**config.mk**
```make
export PLATFORM = sky130hd
export DESIGN_NAME = wb_refill_buffer
export DESIGN_NICKNAME = d
export VERILOG_FILES = /design/src/rtl/wb_refill_buffer.sv
export SDC_FILE = /design/constraint.sdc
export NUM_CORES = 1
export LEC_CHECK = 0
export ABC_CLOCK_PERIOD_IN_PS = 14400
export BUFFER_PORTS_ARGS = -buffer_cell sky130_fd_sc_hd__clkbuf_2
export CORE_UTILIZATION = 35
export DETAILED_ROUTE_END_ITERATION = 16
export SLEW_MARGIN = 40
export SYNTH_ARGS = -nofsm -noshare
export SYNTH_HDL_FRONTEND = slang
export SYNTH_SLANG_ARGS = --single-unit
```
**constraint.sdc**
```tcl
create_clock -name clk -period 14.4 [get_ports clk]
set_input_delay 1.44 -clock clk [delete_from_list [all_inputs] [get_ports clk]]
set_output_delay 1.44 -clock clk [all_outputs]
set_load 0.005 [all_outputs]
```
**src/rtl/wb_refill_buffer.sv**
```systemverilog
// wb_refill_buffer
// Write-back buffer that sits between a cache and DRAM. Dirty evictions are
// queued in a small circular FIFO and drained to memory when the memory port
// is otherwise idle. Refill reads are forwarded from the buffer when the
// address is still pending there; otherwise they are issued to DRAM.
// DEPTH must be a power of two and at least 2 so the pointers wrap naturally.

module wb_refill_buffer #(
    parameter int ADDR_WIDTH = 32,
    parameter int DATA_WIDTH = 32,
    parameter int DEPTH      = 4
) (
    input  logic                  clk,
    input  logic                  reset,
    input  logic                  wb_en,
    input  logic [ADDR_WIDTH-1:0] wb_addr,
    input  logic [DATA_WIDTH-1:0] wb_data,
    output logic                  wb_full,
    output logic                  wb_empty,
    output logic                  wb_ovf,
    input  logic                  rd_req,
    input  logic [ADDR_WIDTH-1:0] rd_addr,
    output logic                  rd_valid,
    output logic [DATA_WIDTH-1:0] rd_data,
    output logic                  mem_req,
    output logic                  mem_we,
    output logic [ADDR_WIDTH-1:0] mem_addr,
    output logic [DATA_WIDTH-1:0] mem_wdata,
    input  logic                  mem_ack,
    input  logic [DATA_WIDTH-1:0] mem_rdata
);

    localparam int PTR_W = (DEPTH > 1) ? $clog2(DEPTH) : 1;
    localparam int CNT_W = PTR_W + 1;

    typedef enum logic [1:0] {
        IDLE  = 2'd0,
        DRAIN = 2'd1,
        READ  = 2'd2,
        RESP  = 2'd3
    } state_t;

    state_t state;
    state_t next_state;

    // FIFO storage and bookkeeping
    logic [ADDR_WIDTH-1:0] addr_q [DEPTH];
    logic [DATA_WIDTH-1:0] data_q [DEPTH];
    logic [DEPTH-1:0]      valid_q;
    logic [PTR_W-1:0]      head;
    logic [PTR_W-1:0]      tail;
    logic [CNT_W-1:0]      count;

    // Address of the outstanding DRAM refill, held stable for the transaction
    logic [ADDR_WIDTH-1:0] req_addr;

    // Decoded control
    logic                  full;
    logic                  empty;
    logic                  enq_ok;
    logic                  enq_new;
    logic                  pop;

    // Coalescing search results
    logic                  co_hit;
    logic [PTR_W-1:0]      co_idx;
    logic [PTR_W-1:0]      co_scan;

    // Read-forwarding search results
    logic                  rd_hit;
    logic [DATA_WIDTH-1:0] rd_hit_data;
    logic [PTR_W-1:0]      rd_scan;

    assign full     = (count == CNT_W'(DEPTH));
    assign empty    = (count == '0);
    assign wb_full  = full;
    assign wb_empty = empty;

    // A full buffer drops the write even if the head pops this same cycle
    assign enq_ok  = wb_en && !full;
    assign enq_new = enq_ok && !co_hit;
    assign pop     = (state == DRAIN) && mem_ack;

    // Find the youngest buffered entry with the incoming eviction address, skipping a head that is being written out
    always_comb begin
        co_hit  = 1'b0;
        co_idx  = '0;
        co_scan = '0;
        for (int k = 0; k < DEPTH; k++) begin
            co_scan = head + PTR_W'(k);
            if (valid_q[co_scan] && (addr_q[co_scan] == wb_addr) &&
                !((state == DRAIN) && (co_scan == head))) begin
                co_hit = 1'b1;
                co_idx = co_scan;
            end
        end
    end

    // Find the youngest data for the refill address; a same-cycle eviction of that address is newest of all
    always_comb begin
        rd_hit      = 1'b0;
        rd_hit_data = '0;
        rd_scan     = '0;
        for (int k = 0; k < DEPTH; k++) begin
            rd_scan = head + PTR_W'(k);
            if (valid_q[rd_scan] && (addr_q[rd_scan] == rd_addr)) begin
                rd_hit      = 1'b1;
                rd_hit_data = data_q[rd_scan];
            end
        end
        if (enq_ok && (wb_addr == rd_addr)) begin
            rd_hit      = 1'b1;
            rd_hit_data = wb_data;
        end
    end

    // State register
    always_ff @(posedge clk or negedge reset) begin
        if (!reset) begin
            state <= IDLE;
        end else begin
            state <= next_state;
        end
    end

    // Next-state logic: reads win over draining unless the buffer is full
    always_comb begin
        next_state = state;
        case (state)
            IDLE: begin
                if (full) begin
                    next_state = DRAIN;
                end else if (rd_req) begin
                    next_state = rd_hit ? RESP : READ;
                end else if (!empty) begin
                    next_state = DRAIN;
                end
            end
            DRAIN: begin
                if (mem_ack) begin
                    next_state = IDLE;
                end
            end
            READ: begin
                if (mem_ack) begin
                    next_state = RESP;
                end
            end
            RESP: begin
                next_state = IDLE;
            end
            default: begin
                next_state = IDLE;
            end
        endcase
    end

    // Output decode: memory port is driven only while a transaction is open, so reset drops it at once
    always_comb begin
        rd_valid  = 1'b0;
        mem_req   = 1'b0;
        mem_we    = 1'b0;
        mem_addr  = '0;
        mem_wdata = '0;
        case (state)
            DRAIN: begin
                mem_req   = 1'b1;
                mem_we    = 1'b1;
                mem_addr  = addr_q[head];
                mem_wdata = data_q[head];
            end
            READ: begin
                mem_req  = 1'b1;
                mem_addr = req_addr;
            end
            RESP: begin
                rd_valid = 1'b1;
            end
            default: begin
                rd_valid = 1'b0;
            end
        endcase
    end

    // Entry payload: coalesce into a matching entry or allocate at the tail
    always_ff @(posedge clk) begin
        if (enq_ok) begin
            if (co_hit) begin
                data_q[co_idx] <= wb_data;
            end else begin
                addr_q[tail] <= wb_addr;
                data_q[tail] <= wb_data;
            end
        end
    end

    // Pointers, occupancy, valid bits and sticky overflow flag
    always_ff @(posedge clk or negedge reset) begin
        if (!reset) begin
            head    <= '0;
            tail    <= '0;
            count   <= '0;
            valid_q <= '0;
            wb_ovf  <= 1'b0;
        end else begin
            if (pop) begin
                valid_q[head] <= 1'b0;
                head          <= head + PTR_W'(1);
            end
            if (enq_new) begin
                valid_q[tail] <= 1'b1;
                tail          <= tail + PTR_W'(1);
            end
            case ({enq_new, pop})
                2'b10:   count <= count + CNT_W'(1);
                2'b01:   count <= count - CNT_W'(1);
                default: count <= count;
            endcase
            if (wb_en && full) begin
                wb_ovf <= 1'b1;
            end
        end
    end

    // Capture refill address on a miss and response data on a hit or DRAM completion
    always_ff @(posedge clk or negedge reset) begin
        if (!reset) begin
            rd_data  <= '0;
            req_addr <= '0;
        end else begin
            if ((state == IDLE) && (next_state == RESP)) begin
                rd_data <= rd_hit_data;
            end
            if ((state == IDLE) && (next_state == READ)) begin
                req_addr <= rd_addr;
            end
            if ((state == READ) && mem_ack) begin
                rd_data <= mem_rdata;
            end
        end
    end

endmodule
```
# After elaboration in Yosys (flattened, before gate mapping)
# Memories as Yosys holds them, arrays and structs flattened.
# Index checks and enable logic that the tools add are counted.
[totals] out_inout_bits=102 word_cells=139 memories=2 input_bits=133 register_bits=78 ramBits=256
[mem_list] name="addr_q" words=4 width=32 rd=4 rd_ports_with_merged_regs=0 wr=1 line="47" rtl="logic [ADDR_WIDTH-1:0] addr_q [DEPTH];"
[mem_list] name="data_q" words=4 width=32 rd=4 rd_ports_with_merged_regs=0 wr=1 line="48" rtl="logic [DATA_WIDTH-1:0] data_q [DEPTH];"
[classes] n_lt_le_gt_ge=7 n_reduce_logical=37 n_eq_ne=20 bitwise_logic=3 mux=56 addsub=6
[op_table] op="$eq A32 B32 Y1" n=9
[op_table] op="$mux W32" n=9
[op_table] op="$pmux W32 S2" n=1
[op_table] op="$reduce_or A32 Y1" n=1
[op_table] op="$mux W1" n=26
[op_table] op="$logic_and A1 B1 Y1" n=25
[op_table] op="$mux W2" n=10
[op_table] op="$lt A2 B3 Y1 const B" n=5
[op_table] op="$eq A2 B2 Y1 const B" n=5
[op_table] op="$bmux W1 S2" n=4
[op_table] op="$mux W4" n=2
[op_table] op="$pmux W2 S4" n=1
[op_table] op="$eq A2 B2 Y1" n=3
[op_table] op="$logic_not A1 Y1" n=6
[op_table] op="$pmux W3 S2" n=1
[op_table] op="$add A2 B1 Y2 const B" n=2
[op_table] op="$add A2 B2 Y2 const B" n=2
[op_table] op="$and A4 B4 Y4" n=1
[op_table] op="$demux W1 S2" n=2
[op_table] op="$eq A2 B1 Y1 const B" n=2
[op_table] op="$ge A2 B1 Y1 const B" n=2
[op_table] op="$not A4 Y4" n=1
[op_table] op="$or A4 B4 Y4" n=1
[op_table] op="$reduce_bool A2 Y1" n=2
[op_table] op="6 further kinds" n=6

# Longest topological paths before layout
[logic_depth] word_depth=16 depth_mapped=30 ltp_nobuf=16

# Worst setup path before layout
# No wires, ideal clock.
[synth_path] kind="register to register" start="register head[1]" end="memory data_q[2][0] (enable)" n_path_buf=11 setup_time_ns=0.513 stages_incl_launch_ff=23 period_less_slack_ns=8.727 slack_ns=5.673 t_arrival_ns=8.214 t_required_ns=13.887 path_cell_list="dfrtp_1 -> buf_2 -> buf_2 -> inv_1 -> clkbuf_1 -> buf_2 -> buf_1 -> clkbuf_1 -> ha_1 -> clkbuf_1 -> buf_2 -> buf_2 -> buf_2 -> buf_2 -> mux4_2 -> xnor2_1 -> nand4_1 -> nor4_1 -> nand3_1 -> or3b_1 -> o311ai_1 -> mux2i_1 -> nor4b_1"
[synth_via] elab_chain_cells=13 word_cells_on_any_way=50 cone_classes="add/sub (3); eq/ne (7); mux (24); reduce/logical (15); memory (1)"
[synth_rtl] item="start, declared" line="50" rtl="logic [PTR_W-1:0] head;"
[synth_rtl] item="start signal, assigned" line="208" rtl="head <= head + PTR_W'(1);"
[synth_rtl] item="$add A2 B1 Y2, or another cell as far along" line="90" rtl="co_scan = head + PTR_W'(k);"
[synth_rtl] item="$mem_v2 Z4 W32, or another cell as far along"
[synth_rtl] item="$eq A32 B32 Y1, or another cell as far along" line="91" rtl="if (valid_q[co_scan] && (addr_q[co_scan] == wb_addr) &&"
[synth_rtl] item="$logic_and A1 B1 Y1 / $logic_not A1 Y1 (equally long branches)" line="91, 92"
[synth_rtl] item="$logic_and A1 B1 Y1 / $mux W1 (equally long branches)" line="91"
[synth_rtl] item="$mux W1 (3 in a row)" line="91"
[synth_rtl] item="$mux W1" line="188" rtl="if (co_hit) begin"
[synth_rtl] item="$mux W1" line="187" rtl="if (enq_ok) begin"
[synth_rtl] item="$mux W1 (implied by the code)" line="192" rtl="data_q[tail] <= wb_data;"
[synth_rtl] item="$reduce_or A32 Y1 (no source line)"
[synth_rtl] item="$mux W2 (no source line) / $mux W1 (equally long branches)"
[synth_rtl] item="end, declared" line="48"
# Parallel ways exist; a longest one is shown, timed or not. The select of a mux whose other input is x is not followed.

# Worst setup path in the final report
[layout_path] start="register head[1]" end="memory data_q[1][8] (enable)"
# The elaborated chain is that of the path after synthesis.

==> flow_metrics.tcl <==
set metrics [dict create \
    combined_area_of_all_synthesized_cells_um2 25800 \
    seq_area_frac_synth_pct 37.3 \
    clk_pin_slew_ns 0.06 \
    crit-reg2reg-capture "data_q[1][8]" \
    critical_path_peak_fanout 60 \
    drtIter0Drc 2532 \
    hold_path.class "flip-flop to flip-flop" \
    synth.lib_cells_used.distinct 78 \
    synth_commonest_cells "sky130_fd_sc_hd__edfxtp_1 (256), sky130_fd_sc_hd__xnor2_1 (222), sky130_fd_sc_hd__mux4_2 (186)" \
    remaining_overflow_grt 0 \
    synthDominantCellAreaShare_pct 29.7 \
    placement.cell_area_um2 27500 \
    finalNetCount 2487 \
    initial_antenna_violation_count 6 \
    cts.hold.buffers_added 0 \
    power.density_nw_per_um2 244 \
    clock_insertion_delay_worst_skew_ns 0.61 \
    post_synth_fa_ha_maj_area_fraction_pct 0.707 \
    cp_data_arrival_time_ns 7.01 \
    worstSetupStartpointType "flip-flop" \
    synthSimpleGateAreaFrac_pct 11.5 \
    dominant_cell_by_count_in_the_synthesized_netlist "sky130_fd_sc_hd__edfxtp_1" \
    layout_worst_path_cycle_share_pct 47.1 \
    maxSlewViolCount 0 \
    yosys-top-cells-area "sky130_fd_sc_hd__edfxtp_1 (30%), sky130_fd_sc_hd__mux4_2 (16%), sky130_fd_sc_hd__dfrtp_1 (7.6%)" \
    drt_pass1_iterations 7 \
    layout.core_utilization_pct 39.8 \
    cts_post_setup_buffers_inserted 0 \
    postCtsResizedCells 0 \
    finalHoldViolCount 0 \
    min_path_cells 1 \
    vdd_drop_max_mv 0.165 \
    floorplan.core_area_um2 73000 \
    cap_viol_max_count 0 \
    die_y_um 274 \
    route.final.wire_length_mm 109 \
    via_per_inst 6.49 \
    largest_net_degree_at_the_start_of_global_routing 125 \
    leakagePower_uw 0.0101 \
    die-width_um 274 \
    fmax_ghz 0.148 \
    yosys_most_used_dff "sky130_fd_sc_hd__edfxtp_1" \
    fin_worst_skew_ns 0.0513 \
    global_route_wire_length_before_repair_mm 154 \
    timing.setup.tns_ns 0 \
    rr_startpoint "head[1]" \
    critPathCapture "data_q[1][8]" \
    cts.sink_count 334 \
    ctsHtreeMaxLevel 2 \
    synth-async-reset-ratio_pct 23.4 \
    reg2reg_setup_slack_ns 7.62 \
    detailed_place_hpwl_mm 78.9 \
    hold-worst-slack_ns 0.482 \
    ys_warn_count 0 \
    cts_tree "yes" \
    critPathCaptureType "flip-flop" \
    post_synth_mux_area_share_pct 26.9 \
    port_buffers 234 \
    grt_setup_unrepaired "false" \
    worst-endpoint-required_ns 14.63 \
    post-route-drc-count 0 \
    synthesized_area_fraction_occupied_by_ao_oa_aoi_and_oai_cells_pct 10.3 \
    instances_no_fill 3335 \
    placement_rows 99 \
    synthXorXnorAreaFrac_pct 8.47 \
    dp_cells 3252 \
    overall_track_demand_over_capacity_in_global_routing_pct 28.6 \
    cell_at_the_root_of_the_clock_tree "sky130_fd_sc_hd__clkbuf_16" \
    io_pins 235 \
    initial_core_util_pct 35.4 \
    main_combinational_cell_family_by_area_after_synthesis "multiplexers" \
    detail_routed_net_length_per_standard_cell_um 32.8 \
    worst_slew_margin_rel_pct 37.5 \
    synthesis.nets 2394 \
    floorplan.die_area_um2 74900 \
    drt.antenna.violating_nets 0 \
    route.vias.total 21700 \
    worst_slew_pin_slew_ns 0.929 \
    syn_area_per_cell_um2 11.5 \
    place.gp.congestion 1.04 \
    fin_crit_ns 6.78 \
    finalSetupViolations 0 \
    cts-buffers-inserted 42 \
    synth.largest_area_cell "sky130_fd_sc_hd__edfxtp_1" \
    synth-seq-cells 334 \
    netlist_instances 2247 \
    cp-startpoint "head[1]" \
    ratio_of_cells_with_drive_above_1_in_the_final_layout_pct 26.8 \
    vias_in_the_first_global_route 20800 \
    area.growth.synth_to_final_pct 12.2 \
    synth-edff-count 256 \
    ctsLongestPathBuffers 3 \
    reg2reg_depth 12 \
    run_status "complete, no violations" \
    critical_path_class "flip-flop to flip-flop" \
    postLayoutCellArea_um2 29000 \
]
[sequential cells by signal, summed over array words and instances (netlist names)]
| signal | flops |
|---|---|
| req_addr | 32 |
| rd_data | 32 |
| state | 2 |
| valid_q | 4 |
| data_q | 128 |
| addr_q | 128 |
| wb_ovf | 1 |
| count | 3 |
| tail | 2 |
| head | 2 |
[power breakdown]
part | internal, uW | switching [uW]
clock | 649 | 451
sequential | 1310 | 267
combinational | 1870 | 2520
total | 3830 | 3240
[metal layers]
| layer | part of all wire [%] | track usage, % | vias to the layer above |
|---|---|---|---|
| li1 | - | - | 8923 |
| met1 | 41 | 40.1 | 11100 |
| met2 | 43 | 42.4 | 1388 |
| met5 | 0.059 | 0 | - |
| met3 | 11 | 7.47 | 242 |
| met4 | 4.0 | 10.2 | 8 |
[critical path: stages, from the launching register on]
cell	delay (ns)
sky130_fd_sc_hd__dfrtp_4	0.92
sky130_fd_sc_hd__buf_4	0.62
sky130_fd_sc_hd__buf_4	0.71
sky130_fd_sc_hd__mux4_2	0.48
sky130_fd_sc_hd__xnor2_1	0.53
sky130_fd_sc_hd__nand3_1	0.14
sky130_fd_sc_hd__nor4_1	0.79
sky130_fd_sc_hd__nand4_1	0.56
sky130_fd_sc_hd__or3b_1	0.50
sky130_fd_sc_hd__o311ai_1	0.12
sky130_fd_sc_hd__mux2i_1	0.24
sky130_fd_sc_hd__nor3b_2	0.20
sky130_fd_sc_hd__buf_4	0.49
[cells in the final DEF (no fill, tap or decap), types with 34 or more instances in the layout]
cell type / Yosys / routed
sky130_fd_sc_hd__nand2_1: 141 / 139
sky130_fd_sc_hd__o22ai_1: 51 / 51
sky130_fd_sc_hd__mux2i_1: 133 / 133
sky130_fd_sc_hd__clkbuf_16: 0 / 43
sky130_fd_sc_hd__o21ai_0: 79 / 79
sky130_fd_sc_hd__a22oi_1: 39 / 39
sky130_fd_sc_hd__nand3_1: 53 / 53
sky130_fd_sc_hd__a21oi_1: 46 / 46
sky130_fd_sc_hd__mux2_2: 57 / 57
sky130_fd_sc_hd__xnor2_1: 222 / 222
sky130_fd_sc_hd__nand4_1: 64 / 64
sky130_fd_sc_hd__clkbuf_2: 0 / 233
sky130_fd_sc_hd__dfrtp_1: 78 / 76
sky130_fd_sc_hd__mux4_2: 186 / 186
sky130_fd_sc_hd__a211oi_1: 71 / 71
sky130_fd_sc_hd__nor2_1: 123 / 122
sky130_fd_sc_hd__nor3b_1: 65 / 64
sky130_fd_sc_hd__edfxtp_1: 256 / 256
sky130_fd_sc_hd__nor2b_1: 34 / 34
[area by class of cell]
type	count	area, um^2
antenna	2	5.00
multi-input combinational	1657	15000
inverter	36	135
sequential	334	9650
tap	959	1200
clock inverter	25	302
clock buffer	53	1120
timing repair buffer	269	1570
fill	6990	44000
[through the flow]
stage	setup slack [ns]	power, uW
finish	7.62	7070
global route	7.49	7360
CTS	7.48	7000
detailed placement	7.50	5870
global placement	7.31	5810
floorplan	5.67	4540
[worst min-delay path by stage]
stage | from | end | slack [ns]
after CTS | count[2] | count[2] | 0.48
final | count[2] | count[2] | 0.48
after detailed placement | count[2] | count[2] | 0.48
after global placement | req_addr[31] | req_addr[31] | 0.48
after floorplan | count[2] | count[2] | 0.46
after global routing | count[2] | count[2] | 0.49
[cells by family after synthesis]
| group | Yosys count |
|---|---|
| XOR/XNOR | 250 |
| flip-flops | 334 |
| adder cells (fa/ha/maj) | 14 |
| AND/OR/NAND/NOR | 570 |
| AO/OA/AOI/OAI | 388 |
| buffers and inverters | 256 |
| multiplexers | 435 |
Note: power is estimated with default switching activity, not from simulation.
